===== src/rtl/sqrt_top.sv =====
// sqrt_top: bit-serial integer square root of a 7-bit radicand.
// One root bit is resolved per clock, MSB first. A result appears a fixed
// 4 cycles after the launch edge and is held until the next completion.
module sqrt_top (
  input  logic       clk,
  input  logic       clear,
  input  logic       start,
  input  logic [6:0] num,
  output logic       ready,
  output logic [3:0] result
);

  typedef enum logic [1:0] {
    IDLE = 2'd0,
    CALC = 2'd1,
    DONE = 2'd2
  } state_t;

  state_t     state_q, state_d;
  logic [6:0] operand_q, operand_d;
  logic [3:0] root_q, root_d;
  logic [1:0] idx_q, idx_d;
  logic       ready_q, ready_d;
  logic [3:0] result_q, result_d;

  // Trial root for the bit currently being resolved, and its square.
  // Eight bits hold 15*15 = 225 without overflow.
  logic [3:0] trial;
  logic [7:0] trial_sq;
  logic       keep_bit;
  logic [3:0] root_new;

  // Trial square and keep/drop decision for the current bit.
  always_comb begin
    trial    = root_q | (4'd1 << idx_q);
    trial_sq = {4'd0, trial} * {4'd0, trial};
    keep_bit = (trial_sq <= {1'b0, operand_q});
    root_new = keep_bit ? trial : root_q;
  end

  // Next-state logic: launch in IDLE, one bit per cycle in CALC,
  // wait for start to drop in DONE so a held start cannot retrigger.
  always_comb begin
    state_d   = state_q;
    operand_d = operand_q;
    root_d    = root_q;
    idx_d     = idx_q;
    ready_d   = ready_q;
    result_d  = result_q;
    case (state_q)
      IDLE: begin
        if (start) begin
          operand_d = num;
          root_d    = 4'd0;
          idx_d     = 2'd3;
          ready_d   = 1'b0;
          state_d   = CALC;
        end
      end
      CALC: begin
        root_d = root_new;
        idx_d  = idx_q - 2'd1;
        if (idx_q == 2'd0) begin
          result_d = root_new;
          ready_d  = 1'b1;
          state_d  = DONE;
        end
      end
      DONE: begin
        if (!start) begin
          state_d = IDLE;
        end
      end
      default: begin
        state_d = IDLE;
      end
    endcase
  end

  // State and datapath registers; clear low aborts everything at once.
  always_ff @(posedge clk or negedge clear) begin
    if (!clear) begin
      state_q   <= IDLE;
      operand_q <= 7'd0;
      root_q    <= 4'd0;
      idx_q     <= 2'd0;
      ready_q   <= 1'b0;
      result_q  <= 4'd0;
    end else begin
      state_q   <= state_d;
      operand_q <= operand_d;
      root_q    <= root_d;
      idx_q     <= idx_d;
      ready_q   <= ready_d;
      result_q  <= result_d;
    end
  end

  assign ready  = ready_q;
  assign result = result_q;

endmodule


===== config.mk =====
export PLATFORM = sky130hd
export DESIGN_NAME = sqrt_top
export DESIGN_NICKNAME = d
export VERILOG_FILES = /design/src/rtl/sqrt_top.sv
export SDC_FILE = /design/constraint.sdc
export NUM_CORES = 1
export LEC_CHECK = 0
export ABC_AREA = 1
export BUFFER_PORTS_ARGS = -buffer_cell sky130_fd_sc_hd__buf_2
export CAP_MARGIN = 20
export CORE_MARGIN = 2
export CORE_UTILIZATION = 39
export CTS_CLUSTER_SIZE = 40
export DETAILED_ROUTE_END_ITERATION = 8
export GPL_ROUTABILITY_DRIVEN = 0
export PLACE_DENSITY_LB_ADDON = 0.25
export SYNTH_ARGS = -nofsm -noshare
export SYNTH_HDL_FRONTEND = slang
export SYNTH_SLANG_ARGS = --single-unit

===== constraint.sdc =====
create_clock -name clk -period 3 [get_ports clk]
set_input_delay 0.15 -clock clk [delete_from_list [all_inputs] [get_ports clk]]
set_output_delay 0.15 -clock clk [all_outputs]
set_load 0.005 [all_outputs]

==> out/metrics.csv <==
stage,metric,value,unit
critical_path,slowest_stage,dfrtp_1,
route,routed-via-count,1091,
clock_tree,clock_latency,0.30,ns
critical_path,critPathKind,reg2reg,
finish,fin_nets,223,
sta,setup_violations,0,
critical_path,crit_required,3.20,ns
placed_design,dpl_worst_slack,-0.155,ns
global_route,antenna_found_initial,0,
critical_path,crit_path_end_kind,flop,
sta,final_max_slew_viol_count,0,
route,avgViaCountPerCell,4.53,
route,drt_first_pass_iters,4,
global_route,grt_pass1_wl,4320,um
status,status,finished clean,
global_route,grt_max_degree,21,
placed_design,dp_hpwl,2070,um
sta,fin_crit_sh,100,%
global_route,grt-ovfl-total,0,
critical_path,cp_max_fo,4,
finish,regArea,500,um2
critical_path,cp-start-kind,flop,
logic_synthesis,ys_types,20,
finish,post_route_cells_drive_above_1_share,37.6,%
critical_path,critPathMaxStageDelay,0.44,ns
finish,antennaDiodeCount,0,
die,rows,20,
global_route,grt_pass1_vias,1087,
sta,clock.fmax,333,MHz
die,initial_core_util,41.3,%
sta,slew_headroom,42.4,%
sta,tightest_slew,0.861,ns
route,drc,0,
flow_run,max_cap_viol_count,0,
sta,rsz0062_at_grt,yes,
critical_path,worstPathArrival,3.20,ns
finish,n_fill_cell,307,
clock_tree,htreeDepth,1,
die,die_h,60.8,um
finish,multi_input_comb_area,747,um2
clock_tree,cts_sinks,20,
logic_synthesis,synth_area,0.00126,mm2
route,drtIter0Drc,20,
placed_design,place.port_buffers,14,
route,ant_nets,0,
clock_tree,cts_root_buf,clkbuf_4,
die,core_area,0.00305,mm2
route,drt_wl_total,2610,um
sta,finalWorstSetupSlack,0.000584,ns
die,die_w,60.8,um
sta,finClkSkew,0.0103,ns
global_route,grt_usage,15.7,%
worst_hold_path,holdCritPathClass,in2reg,
route,wl_per_cell,10.8,um
sta,final-hold-violation-count,0,
logic_synthesis,syn_avg_cell_area,7.73,um2
logic_synthesis,synth-seq-area-share,39.7,%
clock_tree,numCtsBuffers,3,
logic_synthesis,synthCells,163,
clock_tree,cts_tree,built,
sta,finalCriticalPeriod,3.00,ns
critical_path,path_cells,ha_2 > or2_4 > inv_4 > nor2_2 > ha_4 > ha_4 > a21oi_2 > nand2_2 > xor2_1 > ha_1 > nand2_2 > nor2_4 > nand2_1 > nand3_1 > nand2_1 > nand2_1 > nand2_1 > nand2_2 > nand2_2 > nand3_2 > nand2_1,
logic_synthesis,synthesis.nets,188,
clock_tree,clockBufferDepth,2,
die,io_pins,15,
critical_path,worst_path_most_repeated_cell,nand2_1,
logic_synthesis,ys_seq_elements,20,
die,fp.dieArea,0.00370,mm2
logic_synthesis,ys_warn_count,0,
clock_tree,clk_pin_slew_worst_paths,0.12,ns
finish,syn_to_final_growth,32.2,%
-- layer usage --
metal  routed length (um)  track usage (%)
met2                 1400             30.4
met5                    0                0
met4                   40             3.73
met3                   90             4.48
met1                 1070             16.5
-- sequential cells by signal, indices dropped and copies added, names as in the netlist --
signal / flops
root_q: 4
idx_q: 2
state_q: 2
ready: 1
result: 4
operand_q: 7
-- repair_timing --
item,4_1_cts,5_1_grt
resized for setup,12,24
hold buffers,1,0
endpoints found under the setup margin,8,8
pin swaps,10,17
buffers inserted,4,0
endpoints found under the hold margin,20,0
-- worst max-delay path: cells and delay by family (launching register included) --
kind	cells	cell delay, ns
fa+ha+maj	4	0.97
compound gates	1	0.14
flops	1	0.44
buf+inv	1	0.07
simple gates	14	1.12
xor+xnor	1	0.14
-- through the flow --
step	area [um2]	util [%]	TNS (ns)	instances	hold slack, ns
after detailed placement	1490	48.8	-0.951	233	0.120
after floorplan	1280	-	0	163	-0.146
after global placement	1490	48.8	-0.238	233	0.114
after global routing	1670	54.5	-1.58	241	0.0532
final	1670	54.5	0	241	0.0550
after CTS	1600	52.5	-0.867	242	0.0442
-- layout make-up --
type	count	share of cell area, %
Multi-Input combinational cell	112	44.9
Sequential cell	20	30.1
Timing Repair Buffer	32	12.9
Inverter	29	6.69
Tap cell	44	3.31
Clock buffer	4	2.18
-- worst paths after layout --
path,startpoint,to,slack (ns),cells after the start
max,idx_q[0],result[3],0.0006,21
min,num[0],operand_q[0],0.06,3
max reg2reg,idx_q[0],result[3],0.0006,21
min reg2reg,ready,ready,0.48,2
max in group asynchronous,clear,result[3],2.36,2
min in group asynchronous,clear,result[2],0.32,2
-- logic make-up after synthesis --
kind of cell	after synthesis	synth area share, %
adders and majority gates	15	15.5
AOI/OAI and AO/OA	16	6.55
and+or+nand+nor	78	26.2
xor gates and xnor gates	3	2.09
buffers and inverters	31	9.93
DFF	20	39.7
-- cells in the mapped netlist --
library cell / instances / area (um2)
nand2_1: 47 / 176
inv_1: 29 / 109
dfrtp_1: 20 / 500
ha_1: 14 / 175
nor2_1: 14 / 52.6
o21ai_0: 9 / 45.0
a21oi_1: 6 / 30.0
nand3_1: 6 / 30.0
nor2_2: 4 / 25.0
nand2_2: 3 / 18.8
xor2_1: 2 / 17.5
a22oi_1: 1 / 7.51
buf_2: 1 / 5.00
buf_6: 1 / 11.3
fa_1: 1 / 20.0
nand3_2: 1 / 10.0
nand4_1: 1 / 6.26
nor3_1: 1 / 5.00
or2_1: 1 / 6.26
xnor2_1: 1 / 8.76
-- cell usage in the layout, fill, tap and decap left out --
master / Yosys / routed
or2_4: 0 / 1
nor2_4: 0 / 2
a21oi_2: 0 / 1
a21oi_1: 6 / 5
nor3_4: 0 / 1
o21ai_1: 0 / 1
inv_1: 29 / 23
nor2_2: 4 / 7
nand3_1: 6 / 2
xor2_1: 2 / 2
dfrtp_1: 20 / 20
clkbuf_4: 0 / 3
nand2_2: 3 / 12
ha_4: 0 / 2
xnor2_1: 1 / 1
buf_2: 1 / 14
inv_4: 0 / 1
dlygate4sd3_1: 0 / 1
o21ai_0: 9 / 8
ha_1: 14 / 11
nor2_1: 14 / 9
buf_4: 0 / 15
fa_2: 0 / 1
clkbuf_8: 0 / 1
nand2_1: 47 / 38
ha_2: 0 / 1
a22oi_1: 1 / 1
buf_6: 1 / 2
nand4_1: 1 / 1
nand3_2: 1 / 5
inv_2: 0 / 5
Power is left out: the tool's default activity adds up to more than one toggle a clock period on the data nets, which glitch-free logic cannot reach.
